**src/rtl/cordic_sched.sv**
```systemverilog
// -----------------------------------------------------------------------------
// cordic_sched
//   Shares one in-order, fixed-latency CORDIC core among NREQ requesters.
//   A combinational round-robin arbiter picks one requester per cycle. The
//   winner's mode/argument are registered onto the core issue port, and its
//   index is pushed into a tag FIFO. Because the core returns results in issue
//   order, each core result pops the head tag and is steered to that
//   requester's response strobe one cycle later.
//
//   Optional feature macro: CORDIC_SCHED_HIPRIO_EN
//     When defined, requester 0 wins whenever it is valid. Round-robin then
//     applies only among the remaining requesters.
//
// Ports
//   clk, rst_n       clock, asynchronous active-low reset
//   req_valid/ready  per-requester handshake (ready is one-hot or zero)
//   req_mode         4-bit function code per requester, slice i = [4i+3:4i]
//   req_arg          32-bit Q16.16 argument per requester, slice i = [32i+31:32i]
//   rsp_valid        one-cycle result strobe per requester (one-hot or zero)
//   rsp_result       result data, qualified by rsp_valid
//   cor_pre_valid    issue strobe to the core
//   cor_mode         function code to the core (holds while idle)
//   cor_angle        argument to the core (holds while idle)
//   cor_result       result from the core
//   cor_post_valid   result strobe from the core
//   inflight         tag-FIFO occupancy
//   err_orphan       sticky: a core result arrived with no outstanding tag
// -----------------------------------------------------------------------------
module cordic_sched #(
  parameter int NREQ      = 4,
  parameter int TAG_DEPTH = 32
) (
  input  logic                         clk,
  input  logic                         rst_n,
  input  logic [NREQ-1:0]              req_valid,
  output logic [NREQ-1:0]              req_ready,
  input  logic [4*NREQ-1:0]            req_mode,
  input  logic [32*NREQ-1:0]           req_arg,
  output logic [NREQ-1:0]              rsp_valid,
  output logic [31:0]                  rsp_result,
  output logic                         cor_pre_valid,
  output logic [3:0]                   cor_mode,
  output logic [31:0]                  cor_angle,
  input  logic [31:0]                  cor_result,
  input  logic                         cor_post_valid,
  output logic [$clog2(TAG_DEPTH):0]   inflight,
  output logic                         err_orphan
);

  localparam int IDX_W = (NREQ > 1) ? $clog2(NREQ) : 1;
  localparam int PTR_W = $clog2(TAG_DEPTH);
  localparam int CNT_W = PTR_W + 1;

  localparam logic [IDX_W-1:0] LAST_IDX = IDX_W'(NREQ - 1);
  localparam logic [CNT_W-1:0] FULL_CNT = CNT_W'(TAG_DEPTH);

  logic [IDX_W-1:0] last_grant;
  logic [IDX_W-1:0] grant_idx;
  logic             grant_any;
  logic [IDX_W-1:0] cand;
  logic [3:0]       sel_mode;
  logic [31:0]      sel_arg;

  logic             full;
  logic             accept;
  logic             pop;

  logic [IDX_W-1:0] tag_mem [TAG_DEPTH];
  logic [PTR_W-1:0] wr_ptr;
  logic [PTR_W-1:0] rd_ptr;
  logic [IDX_W-1:0] head_tag;

  // ---------------------------------------------------------------------------
  // Arbitration: scan from last_grant+1 upward, wrapping at NREQ; first valid
  // requester wins.
  // ---------------------------------------------------------------------------
  always_comb begin : rr_arbiter
    grant_any = 1'b0;
    grant_idx = '0;
    cand      = '0;
    for (int k = 1; k <= NREQ; k++) begin
      cand = IDX_W'((int'(last_grant) + k) % NREQ);
      if (!grant_any && req_valid[cand]) begin
        grant_any = 1'b1;
        grant_idx = cand;
      end
    end
`ifdef CORDIC_SCHED_HIPRIO_EN
    // Requester 0 overrides the rotation. When it is idle, the scan above
    // already covers the remaining requesters in round-robin order.
    if (req_valid[0]) begin
      grant_any = 1'b1;
      grant_idx = '0;
    end
`else
`endif
  end

  // The winner's payload is selected with a compare mux so that indexing
  // never depends on an arithmetic slice base.
  always_comb begin : payload_mux
    sel_mode = '0;
    sel_arg  = '0;
    for (int i = 0; i < NREQ; i++) begin
      if (grant_idx == IDX_W'(i)) begin
        sel_mode = req_mode[4*i +: 4];
        sel_arg  = req_arg[32*i +: 32];
      end
    end
  end

  // A pop in the same cycle does not free a slot in time to accept, so a full
  // FIFO blocks everyone regardless of cor_post_valid.
  assign full     = (inflight == FULL_CNT);
  assign accept   = grant_any && !full;
  assign pop      = cor_post_valid && (inflight != '0);
  assign head_tag = tag_mem[rd_ptr];

  // NOTE: every variable an always_comb writes gets a default at the top of
  // the block. Otherwise a path that skips the assignment infers a latch.
  always_comb begin : ready_gen
    req_ready = '0;
    if (accept) req_ready[grant_idx] = 1'b1;
  end

  // ---------------------------------------------------------------------------
  // Tag storage
  // NOTE: the tag array has no reset. Only the pointers and the occupancy
  // define which entries are live, so stale contents are never observed, and
  // leaving the array unreset lets it map onto plain RAM.
  // ---------------------------------------------------------------------------
  always_ff @(posedge clk) begin
    if (accept) tag_mem[wr_ptr] <= grant_idx;
  end

  // ---------------------------------------------------------------------------
  // Control and datapath state
  // NOTE: all sequential state uses non-blocking assignments, so every flop
  // samples pre-edge values. The later rsp_valid bit-set then overrides the
  // earlier clear within the same edge.
  // ---------------------------------------------------------------------------
  always_ff @(posedge clk or negedge rst_n) begin
    if (!rst_n) begin
      last_grant    <= LAST_IDX;
      cor_pre_valid <= 1'b0;
      cor_mode      <= '0;
      cor_angle     <= '0;
      rsp_valid     <= '0;
      rsp_result    <= '0;
      wr_ptr        <= '0;
      rd_ptr        <= '0;
      inflight      <= '0;
      err_orphan    <= 1'b0;
    end else begin
      cor_pre_valid <= accept;
      if (accept) begin
        cor_mode   <= sel_mode;
        cor_angle  <= sel_arg;
        last_grant <= grant_idx;
        wr_ptr     <= wr_ptr + 1'b1;
      end

      rsp_valid <= '0;
      if (pop) begin
        rsp_valid[head_tag] <= 1'b1;
        rsp_result          <= cor_result;
        rd_ptr              <= rd_ptr + 1'b1;
      end

      // A result with nothing outstanding cannot be routed; flag it for good.
      if (cor_post_valid && (inflight == '0)) err_orphan <= 1'b1;

      case ({accept, pop})
        2'b10:   inflight <= inflight + 1'b1;
        2'b01:   inflight <= inflight - 1'b1;
        default: inflight <= inflight;
      endcase
    end
  end

endmodule

```
**config.mk**
```make
export PLATFORM = sky130hd
export DESIGN_NAME = cordic_sched
export DESIGN_NICKNAME = d
export VERILOG_FILES = /design/src/rtl/cordic_sched.sv
export SDC_FILE = /design/constraint.sdc
export NUM_CORES = 1
export LEC_CHECK = 0
export CAP_MARGIN = 20
export CORE_ASPECT_RATIO = 1.1
export CORE_MARGIN = 2
export CORE_UTILIZATION = 32
export CTS_CLUSTER_SIZE = 8
export DETAILED_ROUTE_END_ITERATION = 10
export PLACE_DENSITY_LB_ADDON = 0.05
export SLEW_MARGIN = 20
export SYNTH_ARGS = -nofsm -noshare
export SYNTH_HDL_FRONTEND = slang
export SYNTH_SLANG_ARGS = --single-unit
```
**constraint.sdc**
```tcl
create_clock -name clk -period 3.6 [get_ports clk]
set_input_delay 0.54 -clock clk [delete_from_list [all_inputs] [get_ports clk]]
set_output_delay 0.54 -clock clk [all_outputs]
set_load 0.01 [all_outputs]
```
=== After elaboration in Yosys (flattened, before gate mapping) ===
Memory sizes are Yosys's and may differ from the RTL's.
Index checks and enable logic that the tools add are counted.

* Input port bits: 183
* Bits in registers: 92
* Logic and storage cells: 82
* Bits in writable memories: 64
* Memories kept: 1
* Output and inout bits: 84

* $add $sub $neg: 8
* Reductions and logical operators: 16
* Multiplexer cells: 33
* Equality and inequality tests: 6
* $lt $le $gt $ge: 8

{| class="wikitable"
|+ Memories
! memory !! words !! bits a word !! rd ports !! clocked after Yosys merged registers in !! write ports !! RTL line !! text
|-
| tag_mem || 32 || 2 || 1 || 0 || 1 || 68 || <nowiki>logic [IDX_W-1:0] tag_mem [TAG_DEPTH];</nowiki>
|}

{| class="wikitable"
|+ Operator list
! kind !! count
|-
| 2-to-1 mux 32 bit || 4
|-
| 2-to-1 mux 4 bit || 6
|-
| less-than comparator 2 x 3 -> 1 bit, second input constant || 6
|-
| 2-to-1 mux 1 bit || 12
|-
| one-hot mux 6 bit (2 select lines) || 1
|-
| adder 5 x 1 -> 5 bit, second input constant || 2
|-
| binary-select mux 1 bit (select 2 bit) || 4
|-
| logical AND 1 bit || 8
|-
| 2-to-1 mux 2 bit || 4
|-
| adder 6 x 1 -> 6 bit, second input constant || 1
|-
| == test 2 bit, second input constant || 3
|-
| == test 6 bit, second input constant || 1
|-
| zero test 6 bit || 1
|-
| nonzero test 6 bit || 1
|-
| subtractor 6 x 1 -> 6 bit, second input constant || 1
|-
| adder 2 x 1 -> 2 bit, second input constant || 2
|-
| adder 2 bit, second input constant || 2
|-
| demux 1 bit (select 2 bit) || 2
|-
| == test 2 x 1 -> 1 bit, second input constant || 2
|-
| greater-or-equal comparator 2 x 1 -> 1 bit, second input constant || 2
|-
| zero test 1 bit || 4
|-
| zero test 2 bit || 1
|-
| nonzero test 2 bit || 1
|}

=== Logic depth before layout (Yosys ltp) ===
Gate-level depths: netlist of run 1.

* Depth after elaboration: 18
* Depth in mapped cells: 14
* Depth with buffers taken out: 11

=== Worst setup path after synthesis of run 1 ===
OpenSTA, ideal clock, no wires.

* Path type: reg-to-reg
* Start point: register inflight[1]
* End point: register inflight[4]
* Slack: 764 ps
* Setup time: 129 ps
* Buffers on the path: 4
* Data required time: 3471 ps
* Stages on the path, launching flop included: 14
* Arrival time: 2707 ps
* Cells stage by stage: dfrtp_1 clkbuf_1 nor3_1 a32o_1 buf_4 clkbuf_1 ha_1 clkbuf_1 xor2_1 ha_1 and3b_1 o21ai_0 a21oi_1 xor2_1

* Word-level cells in the longest chain between the ends: 5
* Elaborated cells between the ends (all ways): 11
* Classes of those cells: 2 x add/sub; 3 x eq/ne; 1 x mux; 5 x reduce/logical

{| class="wikitable"
|+ Ends and longest elaborated chain
! what !! RTL line !! text
|-
| start, declared || 46 || <nowiki>output logic [$clog2(TAG_DEPTH):0] inflight,</nowiki>
|-
| start signal, assigned || 174 || <nowiki>2'b10: inflight <= inflight + 1'b1;</nowiki>
|-
| start signal, assigned || 175 || <nowiki>2'b01: inflight <= inflight - 1'b1;</nowiki>
|-
| start signal, assigned || 176 || <nowiki>default: inflight <= inflight;</nowiki>
|-
| branches (longest 5 deep; another with subtractor 6 x 1 -> 6 bit) || -- ||
|}

Parallel ways; which one is timed is not known.
A chain may end at the register's enable or synchronous reset.

=== Worst setup path after layout of run 1 ===
* Start point: input req_valid[1]
* End point: output req_ready[0]

* Word-level cells in the longest chain between the ends: 17
* Elaborated cells between the ends (all ways): 29
* Classes of those cells: 2 x order compare; 19 x mux; 8 x reduce/logical

{| class="wikitable"
|+ Ends and longest elaborated chain
! what !! RTL line !! text
|-
| start, declared || 35 || <nowiki>input logic [NREQ-1:0] req_valid,</nowiki>
|-
| binary-select mux 1 bit (select 2 bit) || 83 || <nowiki>if (!grant_any && req_valid[cand]) begin</nowiki>
|-
| 2-to-1 mux 1 bit (implied by the code) || 83 ||
|-
| 2-to-1 mux 1 bit || 83 ||
|-
| zero test 1 bit || 83 ||
|-
| logical AND 1 bit || 83 ||
|-
| 2-to-1 mux 1 bit || 83 ||
|-
| zero test 1 bit || 83 ||
|-
| logical AND 1 bit || 83 ||
|-
| [2 not listed] || -- ||
|-
| logical AND 1 bit || 83 ||
|-
| 2-to-1 mux 2 bit (*) || 83 ||
|-
| via grant_idx[0] || 58 || <nowiki>logic [IDX_W-1:0] grant_idx;</nowiki>
|-
| less-than comparator 2 x 3 -> 1 bit (implied by the code) / greater-or-equal comparator 2 x 1 -> 1 bit (equally long branches) || 123 || <nowiki>if (accept) req_ready[grant_idx] = 1'b1;</nowiki>
|-
| logical AND 1 bit (implied by the code) || 123 ||
|-
| 2-to-1 mux 1 bit (implied by the code) || 123 ||
|-
| demux 1 bit (select 2 bit) (*) || 123 ||
|-
| 2-to-1 mux 4 bit (*) || 123 ||
|-
| end, declared || 36 || <nowiki>output logic [NREQ-1:0] req_ready,</nowiki>
|}

Mark *: on every way through the listed nets, which the timed path passes. The rest lies on a longest branch. The select of a mux whose other input is x is not followed.

==> run_results.csv, run 1 <==
group,metric,value,unit
hold_path,holdCritPathClass,"in2async",
pwr,vdd_drop_max,361,uV
yosys,synth_common_cells,"153 x nand2_1, 90 x dfrtp_1, 77 x mux2i_1",
yosys,synth_xor_area_frac,0.0156,
die,core,0.0242,mm^2
place,dp_cells,1214,
yosys,syn_avg_cell_area,11.7,um^2
clocking,htree_num_levels,4,
yosys,ys_warn_count,0,
die,die_area,0.0258,mm^2
timing,fin_hold_ws,0.187,ns
pwr,combPwrFrac,0.416,
clocking,ctsResizeCount,0,
place,gp_congestion,0.746,
place,numPortBuffers,266,
pwr,p_sw_frac,0.346,
yosys,synth.most_common_cell,"nand2_1",
timing,final_hold_viol_count,0,
timing,max_slew_margin,0.349,
yosys,ys_seq_area_frac,0.539,
setup_path,critical_path_required,3.06,ns
yosys,async_reset_ff_frac,0.590,
timing,fin_setup_tns,0,ns
clocking,cts_root_buf,"clkbuf_16",
die,start_util,0.324,
global_route,grt_util_met1,0.200,
yosys,synth_cells,670,
drt,vias,5863,
setup_path,arrival,2.66,ns
pwr,p_int,5.27,mW
cells_and_area,area_delta_synth_final,44.1,%
global_route,grt_pass1_wl,33800,um
timing,finClkSkew,0.0100,ns
pwr,power.net_switching,2.79,mW
cells_and_area,fin_cells,1246,
clocking,clock_sink_count,156,
timing,max_freq,313,MHz
setup_path,setup.worst_path.class,"in2out",
yosys,postSynthNetCount,861,
yosys,synth-simple-area-share,0.135,
yosys,synthFlopType,"dfrtp_1",
cells_and_area,final_layout_size_suffix_gt1_frac,0.132,
yosys,yosysTopAreaCellShare,0.287,
clocking,post_cts_buffers,0,
timing,rsz0062_at_grt,"false",
drt,avgViaCountPerCell,4.71,
timing,final.period_utilization,0.888,
die,placementRows,60,
drt,avgRoutedWirePerCell,17.3,um
clocking,clkTransAtPathRegs,0.06,ns
global_route,grt-ovfl-total,0,
place,dp_hpwl,15900,um
global_route,grt_use_total,0.169,
yosys,yosysTopAreaCell,"dfrtp_1",
yosys,ys_types,51,
drt,drc_errors,0,
timing,fin_crit,3.20,ns
yosys,synth_area_leaders,"dfrtp_1 29%, edfxtp_1 24%, mux2i_1 9.8%",
yosys,synth_seq_cells,156,
global_route,busiest_layer,"met2",
clocking,cts_buffers,17,
yosys,synth_mux_area_frac,0.196,
clocking,cts_tree,"done",
outcome,status,"completed",
yosys,yosys.area_share.adder,0.0128,
yosys,netlist_area,0.00785,mm^2
clocking,cts_max_path_buffers,2,
pwr,powerDensity,713,mW/mm^2
pwr,seqPwrFrac,0.363,
drt,antenna_left,0,
setup_path,cp-start-kind,"input pin",
pwr,clkPwrFrac,0.221,
timing,slew_viol_final,0,
global_route,grt_pass1_vias,6193,
die,ios,267,
pwr,power_leakage,4.59,nW
cells_and_area,fin_nets,1114,
drt,totalWireLength,21600,um
drt,drtIter0Drc,226,
global_route,antenna_found_initial,0,
setup_path,critPathCaptureType,"output pin",
yosys,synth_edf_count,64,
clocking,insertion_delay,0.42,ns
die,die_h,168,um
clocking,cts_hold_buf,0,
global_route,met2_usage,0.300,
timing,worst_pin_slew,0.976,ns
die,fp.dieW,153,um
yosys,synth-compound-area-share,0.0604,
global_route,use_met3,0.0486,
cells_and_area,antennaDiodeCount,0,
global_route,grt_max_degree,73,
flow_run,drv_cap,0,
setup_path,cp_max_fo,5,
timing,setup_viol,0,
drt,first_pass_iters,5,
yosys,synth_top_family_by_area,"multiplexers",
-- final cells by class --
type                            count  area (um^2)
Clock inverter                     12          138
Inverter                            8         30.0
Tap cell                          310          388
Clock buffer                       20          447
Fill cell                        2197        12900
Timing Repair Buffer              276         2750
Multi-Input combinational cell    464         3330
Sequential cell                   156         4230
-- through the flow --
| stage | worst slack [ns] | utilization | total power, mW | cell area [um^2] |
|---|---|---|---|---|
| after floorplan | 0.764 | - | 4.95 | 7850 |
| after global placement | 0.402 | 0.442 | 6.34 | 10700 |
| after detailed placement | 0.386 | 0.442 | 6.37 | 10700 |
| after CTS | 0.365 | 0.466 | 8.21 | 11300 |
| after global routing | 0.252 | 0.466 | 8.59 | 11300 |
| final | 0.402 | 0.466 | 8.06 | 11300 |
-- kinds of logic after synthesis --
group                    after synthesis
AO/OA/AOI/OAI                         68
XOR/XNOR                              14
adder cells (fa/ha/maj)                8
buffers and inverters                 50
flip-flops                           156
multiplexers                         128
AND/OR/NAND/NOR                      246
-- worst max-delay path, stage by stage --
cell and delay, ns:
clkdlybuf4s50_1 0.48, nor2_1 0.23, nor3_1 0.12, a211oi_4 0.29, inv_2 0.08, nor3_1 0.30, clkdlybuf4s50_1 0.61
-- metal layers --
layer	share of wire	wire length, um	up-vias
li1	-	-	2864
met1	0.40	8640	2795
met2	0.53	11300	189
met3	0.062	1330	15
met4	0.012	249	0
met5	0	0	-
-- final timing paths --
| kind | to | slack (ns) | start | cells after the start |
|---|---|---|---|---|
| worst max-delay path | req_ready[0] | 0.40 | req_valid[1] | 7 |
| worst min-delay path | rsp_valid[2] | 0.19 | rst_n | 1 |
| worst max register to register | inflight[4] | 0.78 | inflight[1] | 11 |
| worst min register to register | rsp_result[19] | 0.47 | rsp_result[19] | 2 |
| max in group asynchronous | rsp_result[19] | 2.64 | rst_n | 2 |
| min in group clk | rsp_result[19] | 0.47 | rsp_result[19] | 2 |
-- power by group through the flow --
stage	combinational (mW)	clock (mW)	sequential [mW]
CTS	3.44	1.84	2.94
floorplan	2.10	0	2.85
global placement	3.39	0	2.94
finish	3.35	1.78	2.93
global route	3.66	1.92	3.02
detailed placement	3.42	0	2.95
-- placed cells by master (no fill, tap or decap), drive strengths merged, types with 4 or more instances in the layout --
| cell | instances |
|---|---|
| clkbuf | 20 |
| xnor2 | 9 |
| xor2 | 5 |
| mux2 | 39 |
| nor2b | 7 |
| nor2 | 46 |
| nand2b | 8 |
| buf | 11 |
| nand3b | 4 |
| a211oi | 7 |
| nor3 | 9 |
| o21ai | 44 |
| mux4 | 12 |
| clkinv | 6 |
| clkdlybuf4s50 | 265 |
| ha | 8 |
| nand2 | 153 |
| mux2i | 77 |
| a21oi | 7 |
| edfxtp | 64 |
| dfrtp | 90 |
| inv | 12 |
-- state kept, by name (all words and copies together) (netlist names) --
| signal | flops |
|---|---|
| cor_mode | 4 |
| tag_mem | 64 |
| rsp_valid | 4 |
| err_orphan | 1 |
| rd_ptr | 5 |
| wr_ptr | 5 |
| inflight | 6 |
| rsp_result | 32 |
| cor_angle | 32 |
| last_grant | 2 |
| cor_pre_valid | 1 |
No activity file was read; power rests on OpenSTA's default activity.
==> run 2, diff against run 1 <==
- clock period: 3.6 -> 3.43 ns (I/O delays scaled with it)
==> run 2 against run 1 <==
Register-to-register slack worse by 0.21 ns; power up 5.7%; via count decreased by 0.84%; sequential power rose by 3%; largest power group unchanged.
==> run_results.csv, run 2 (synthesized netlist as in run 1, its figures left out) <==
group,metric,value,unit
global_route,grt_pass1_wl,33500,um
place,gp_congestion,0.751,
global_route,grt_max_degree,78,
setup_path,cp-start-kind,"flop",
timing,fin_crit,3.16,ns
clocking,ctsResizeCount,0,
pwr,powerDensity,750,mW/mm^2
global_route,grt_use_total,0.167,
global_route,grt-ovfl-total,0,
timing,setup_viol,0,
pwr,vdd_drop_max,359,uV
drt,antenna_left,0,
outcome,status,"completed",
timing,final_hold_viol_count,0,
clocking,cts_tree,"done",
setup_path,critPathCaptureType,"output pin",
cells_and_area,fin_nets,1114,
setup_path,setup.worst_path.class,"reg2out",
cells_and_area,top_register,"tag_mem",
die,core,0.0242,mm^2
timing,final.period_utilization,0.921,
pwr,power_leakage,4.61,nW
timing,max_freq,317,MHz
timing,rsz0062_at_grt,"false",
clocking,post_cts_buffers,0,
global_route,grt_pass1_vias,5979,
drt,avgRoutedWirePerCell,17.1,um
cells_and_area,finalInstanceArea,0.0114,mm^2
setup_path,cp_max_fo,16,
die,die_h,168,um
drt,totalWireLength,21300,um
pwr,p_total,8.52,mW
timing,slew_viol_final,0,
cells_and_area,layout_common_cells,"265 x clkdlybuf4s50_1, 153 x nand2_1, 89 x dfrtp_1, 77 x mux2i_1, 64 x edfxtp_1",
drt,first_pass_iters,4,
drt,drtIter0Drc,280,
clocking,htree_num_levels,4,
flow_run,drv_cap,0,
die,placementRows,60,
die,fp.dieW,153,um
timing,finClkSkew,0.00983,ns
cells_and_area,seqCellArea,0.00423,mm^2
clocking,cts_max_path_buffers,2,
place,place_area,0.0107,mm^2
cells_and_area,top_regs,"tag_mem: 64 flops, cor_angle: 32 flops, rsp_result: 32 flops",
setup_path,critical_path_required,2.92,ns
timing,worst_pin_slew,0.876,ns
clocking,clkTransAtPathRegs,0.07,ns
clocking,cts_root_buf,"clkbuf_16",
timing,fin_hold_ws,0.105,ns
cells_and_area,antennaDiodeCount,0,
drt,vias,5814,
clocking,cts_hold_buf,0,
place,numPortBuffers,266,
die,ios,267,
cells_and_area,fin_util,0.468,
drt,avgViaCountPerCell,4.67,
cells_and_area,area_delta_synth_final,44.7,%
setup_path,arrival,2.64,ns
timing,fin_setup_tns,0,ns
clocking,clock_sink_count,156,
cells_and_area,final_layout_size_suffix_gt1_frac,0.136,
global_route,antenna_found_initial,0,
drt,drc_errors,0,
cells_and_area,mostFrequentLayoutCell,"clkdlybuf4s50_1",
cells_and_area,num-fill-cells,2190,
clocking,insertion_delay,0.42,ns
die,die_area,0.0258,mm^2
place,dp_hpwl,15900,um
hold_path,holdCritPathClass,"in2async",
die,start_util,0.324,
timing,max_slew_margin,0.416,
cells_and_area,multi_input_area,0.00333,mm^2
clocking,cts_buffers,17,
cells_and_area,largest_reg_flops,64,
## run 2: cell count changes in the layout (fill, tap and decap cells not counted), sizes merged
cell | previous run | this run
bufinv | 2 | 1
inv | 12 | 10
clkinv | 6 | 7
clkbuf | 20 | 22
## run 2: critical path, stage by stage (launching register included)
cell             delay (ns)
dfrtp_1                0.48
nor3_1                 0.47
a32o_4                 0.45
inv_2                  0.14
nand2_1                0.13
nor2_1                 0.06
clkdlybuf4s50_1        0.49
## run 2: stage by stage
step                      setup slack, ns  std cells
after floorplan                     0.594        670
after global placement              0.265       1214
after detailed placement            0.239       1214
after CTS                           0.203       1246
after global routing               0.0802       1246
final                               0.272       1246
## run 2: layout make-up
cell class / instances / share of cell area
flip-flops and latches: 156 / 0.372
multi-input cells: 464 / 0.293
repair buffers: 276 / 0.243
clock buffers: 22 / 0.0459
well taps: 310 / 0.0342
clock inverters: 10 / 0.00859
inverters: 8 / 0.00264
## run 2: final timing paths
path                                startpoint             end  slack (ns)  cells after the start
worst min register to register  rsp_result[19]  rsp_result[19]        0.47                      2
worst max register to register     inflight[1]     inflight[4]        0.57                     11
worst max-delay path               inflight[1]    req_ready[3]        0.27                      6
min in group clk                rsp_result[19]  rsp_result[19]        0.47                      2
max in group asynchronous                rst_n   last_grant[1]        2.58                      2
worst min-delay path                     rst_n    rsp_valid[2]        0.11                      1
## run 2: report_power, final
| part | total (mW) | switching (mW) | leakage (nW) | internal, mW |
|---|---|---|---|---|
| clock network | 1.91 | 0.752 | 0.310 | 1.16 |
| logic | 3.57 | 1.69 | 2.63 | 1.88 |
| registers | 3.03 | 0.478 | 1.67 | 2.56 |
| total | 8.52 | 2.92 | 4.61 | 5.60 |
## run 2: layer usage
metal	wire length [um]	global-route usage
met4	191	0.0382
met2	11200	0.295
met5	0	0
met3	1600	0.0571
met1	8340	0.198
==> variant 1 (settings of run 1) <==
`TAG_DEPTH`: 32 -> 16.
--- a/src/rtl/cordic_sched.sv
+++ b/src/rtl/cordic_sched.sv
@@ -30,3 +30,3 @@
   parameter int NREQ      = 4,
-  parameter int TAG_DEPTH = 32
+  parameter int TAG_DEPTH = 16
 ) (
Interface: changed (resized inflight); port bits go from 267 to 266. No check against the original RTL was run, so the function may have changed too.
==> variant 1 against run 1 <==
Routed wire length down 1.0%. Design area is 15% lower. Power down 9.5%. First-iteration DRC count is 15% higher. Sequential cell count decreased by 35. Synthesized area shrank 23%. Worst hold slack got worse by 0.060 ns. Final cell count fell by 12%. Worst setup slack lost 0.14 ns. Critical path type unchanged. Critical endpoint unchanged. Count of clock-buffer cells in the layout increased by 3. Critical path depth is the same. Sequential power fell by 20%.
==> variant 1: results (changes against run 1) <==
Setup path
  • Worst path max stage delay: 0.63 ns (+0.02 ns)
  • Register-to-Register Path Depth: 10 (-1)
  • Critical Path End: req_ready[0]
  • R2r setup slk: 0.81 ns (+0.03 ns)
  • Crit-path max FO: 9 (+4)
  • Critical path type: in2out
  • FF-to-FF Start: inflight[1]
  • Crit path launch: req_valid[3]
  • Arrival @ worst endpoint: 2.80 ns (+0.14 ns)
  • RR Endpoint: inflight[4]

Synthesis
  • Most used DFF post-synth: dfrtp_1
  • Post-synth EDFFs: 32 (-50%)
  • Mapped Nets: 778 (-9.6%)
  • Post-synth top cells: nand2_1, dfrtp_1, a21oi_1, edfxtp_1, o21ai_0
  • Distinct cells, synth: 54 (+5.9%)
  • Ys async rst share: 73.6% (+15 points)
  • Syn Inst Count: 587 (-12%)
  • Synth area leaders: dfrtp_1, edfxtp_1, nand2_1
  • Post-synthesis sequential area ratio: 52.5% (-1.4 points)

Cells and area
  • Fin nets: 1035 (-7.1%)
  • Layout cell share with drive strength beyond 1: 8.28% (-5.0 points)
  • Top flop regs: cor_angle: 32 flops, rsp_result: 32 flops, tag_mem: 32 flops
  • Number of diodes: 0 (unchanged)

Timing
  • Worst setup margin: 0.262 ns (-0.140 ns)
  • Clk_skew: 0.00752 ns (-0.00250 ns)
  • Slew HR: 38.6% (+3.7 points)

Route
  • Routed wire per std cell: 19.4 µm (+12%)
  • Initial drt markers: 259 (+15%)
  • M1 wire length: 8810 µm (+2.0%)
  • Uppermost routed layer: met4
  • Met3 wire length: 2150 µm (+62%)
  • DRT Pass-1 Iters: 4 (-1)
  • Vias: 5654 (-3.6%)
  • Drt total wl: 21300 µm (-1.0%)
  • Met2 wire len: 10000 µm (-11%)

Place
  • Area after DPL: 0.00896 mm² (-16%)
  • Pre-CTS setup slack: 0.334 ns (-0.0527 ns)
  • Port Buf Inserts: 265 (-0.38%)
  • Placed instance count: 1068 (-12%)
  • DP HPWL: 15800 µm (-0.95%)
  • Gpl congestion: 0.811 (+8.7%)

Global routing
  • First-pass GRT wire length: 32300 µm (-4.4%)
  • Met2 GRT Util: 34.6% (+4.6 points)
  • M1 GR Usage: 26.6% (+6.6 points)
  • Largest net degree at the start of global routing: 77 (+5.5%)
  • Vias in the first global route: 5818 (-6.1%)
  • Met3 Use GR: 7.26% (+2.4 points)
  • GRT Resource Usage Total: 21.1% (+4.2 points)

Min path
  • Worst min-delay path class: in2async

Clocking
  • CTS Root Cell: clkbuf_16
  • Inserted Clock Buffers: 17 (unchanged)
  • Clock-pin slew on the worst setup and hold paths: 0.06 ns (about the same)
  • CTS Buffer Depth: 2 (unchanged)
  • H-tree depth: 4 (unchanged)

Outcome
  • Status: finished clean

Power and ir drop
  • Leakage: 3.88 nW (-15%)
  • VDD IR max: 0.000383 V (+6.3%)
## variant 1: cell count changes in the layout (fill, tap and decap cells not counted), moves of 21 or more
cell | run 1 | this run
a21oi_1 | 7 | 32
nand2_1 | 153 | 117
o21ai_0 | 6 | 31
edfxtp_1 | 64 | 32
mux2i_1 | 77 | 4
mux2_2 | 23 | 2
nor2_1 | 46 | 10
## variant 1: final cells by class
type | count | area [µm²]
multi-input cells | 410 | 2640
inverters | 10 | 37.5
flip-flops and latches | 121 | 3190
clock inverters | 9 | 133
well taps | 243 | 304
repair buffers | 284 | 2800
clock buffers | 23 | 499
fillers | 1659 | 8940
## variant 1: worst min-delay path by stage
| stage | from | end | slack, ns | cells past startpoint |
|---|---|---|---|---|
| 3_5_place_dp | err_orphan | err_orphan | 0.44 | 1 |
| 2_1_floorplan | rst_n | cor_angle[0] | 0.24 | 0 |
| 3_3_place_gp | err_orphan | err_orphan | 0.44 | 1 |
| 4_1_cts | rst_n | rsp_result[31] | 0.34 | 1 |
| 5_1_grt | rst_n | rsp_result[31] | 0.18 | 1 |
| 6_report | rst_n | rsp_result[31] | 0.13 | 1 |
## variant 1: report_power, final
part	switching (mW)	leakage, nW	internal, mW
logic	1.59	2.21	1.58
registers	0.403	1.36	1.93
clock network	0.614	0.310	1.19
total	2.60	3.88	4.70
## variant 1: cells by family after synthesis
group / after synthesis / synth area share, %
adders and majority gates: 8 / 1.65
xor gates and xnor gates: 13 / 1.87
muxes: 14 / 3.99
and+or+nand+nor: 206 / 16.1
DFF: 121 / 52.5
buffers and inverters: 56 / 4.22
AOI/OAI and AO/OA: 169 / 19.7
## variant 1: worst max-delay path: cells and delay by family
kind / cells / cell delay, ns
AO/OA/AOI/OAI: 2 / 0.34
buffers and inverters: 3 / 1.24
AND/OR/NAND/NOR: 2 / 0.66
==> variant 2 (config.mk and constraints of run 1) <==
Without the edit above. Make the reset (`rst_n`) synchronous in one clocked block. Comments in the files are not updated.
--- a/src/rtl/cordic_sched.sv
+++ b/src/rtl/cordic_sched.sv
@@ -141,3 +141,3 @@
   // ---------------------------------------------------------------------------
-  always_ff @(posedge clk or negedge rst_n) begin
+  always_ff @(posedge clk) begin
     if (!rst_n) begin
Behaviour: differs if rst_n is asserted again (counterexample within 4 cycles, from zero or initial values and one cycle with rst_n low); with rst_n held inactive, the same outputs for 4 cycles.
==> variant 2 against run 1 <==
Utilization increased by 2.0 points. Synthesized area decreased by 9.4%. Clock power increased by 4%. Power decreased by 23%. Via count increased by 0.53%. Global-route usage increased by 1.5 points. Count of clock-buffer cells in the layout increased by 2. Synthesized cell count decreased by 3.9%. Worst setup slack improved by 0.11 ns. Design area decreased by 5.6%. Routed wire length decreased by 1.2%. Critical path depth unchanged. Sequential cell count increased by 5. Highest routed layer unchanged.
==> variant 2: results (changes against run 1) <==
Synthesis
  • Yosys top cell area share: 27.3% (-1.4 points)
  • Mapped Nets: 835 (-3.0%)
  • XOR/XNOR Fraction of Synth Area: 1.48% (-0.084 points)
  • Distinct cells, synth: 45 (-12%)
  • Syn Inst Count: 644 (-3.9%)
  • Post-synth top cells: dfxtp_1, nand2_1, mux2i_1
  • Synth Area in Compound Gates: 9.40% (+3.4 points)
  • Most used DFF post-synth: dfxtp_1
  • Mux share of post-synthesis cell area: 16.9% (-2.8 points)

Global routing
  • GRT Resource Usage Total: 18.4% (+1.5 points)
  • Vias in the first global route: 6208 (+0.24%)
  • First-pass GRT wire length: 33800 µm (about the same)
  • Largest net degree at the start of global routing: 87 (+19%)

Outcome
  • Status: finished clean

Place
  • Area after DPL: 0.0101 mm² (-6.2%)
  • DP HPWL: 15200 µm (-4.6%)
  • Pre-CTS setup slack: 0.247 ns (-0.139 ns)

Route
  • DRT Pass-1 Iters: 4 (-1)
  • Initial drt markers: 186 (-18%)
  • Routed wire per std cell: 17.7 µm (+2.6%)
  • Via density: 4.91 (+4.4%)

Power and ir drop
  • VDD IR max: 0.000307 V (-15%)
  • Leakage: 3.79 nW (-17%)

Cells and area
  • Fillers: 2027 (-7.7%)
  • Fin nets: 1083 (-2.8%)
## variant 2: worst paths after layout
check,to,slack [ns],from,depth (start not counted)
worst max-delay path,req_ready[2],0.51,req_valid[0],7
worst min-delay path,last_grant[0],0.42,rst_n,2
worst max register to register,inflight[4],0.69,inflight[2],11
worst min register to register,rsp_result[26],0.45,rsp_result[26],2
## variant 2: power by group
part	total, mW	switching [mW]	internal, mW
Clock	1.85	0.769	1.08
Combinational	2.02	1.00	1.02
Sequential	2.38	0.185	2.19
## variant 2: area by class of cell
type	instances	area [µm²]	area share [%]
clock buffers	22	539	5.05
clock inverters	10	81.3	0.762
inverters	11	41.3	0.387
multi-input cells	423	3020	28.3
flip-flops and latches	161	3860	36.2
well taps	295	369	3.46
repair buffers	278	2760	25.9
## variant 2: cells by family (layout without fill, tap and decap cells)
kind of cell	count (synthesis)	count (layout)
XOR/XNOR	12	12
AND/OR/NAND/NOR	208	208
adder cells (fa/ha/maj)	8	8
flip-flops	161	161
multiplexers	97	97
AO/OA/AOI/OAI	98	98
buffers and inverters	60	321
## variant 2: metal layers
metal | vias up | routed length, µm | global-route usage [%]
met5 | - | 0 | 0
met4 | 0 | 288 | 5.12
met1 | 2825 | 8180 | 20.2
met2 | 183 | 11500 | 34.5
met3 | 20 | 1310 | 5.26
li1 | 2866 | - | -
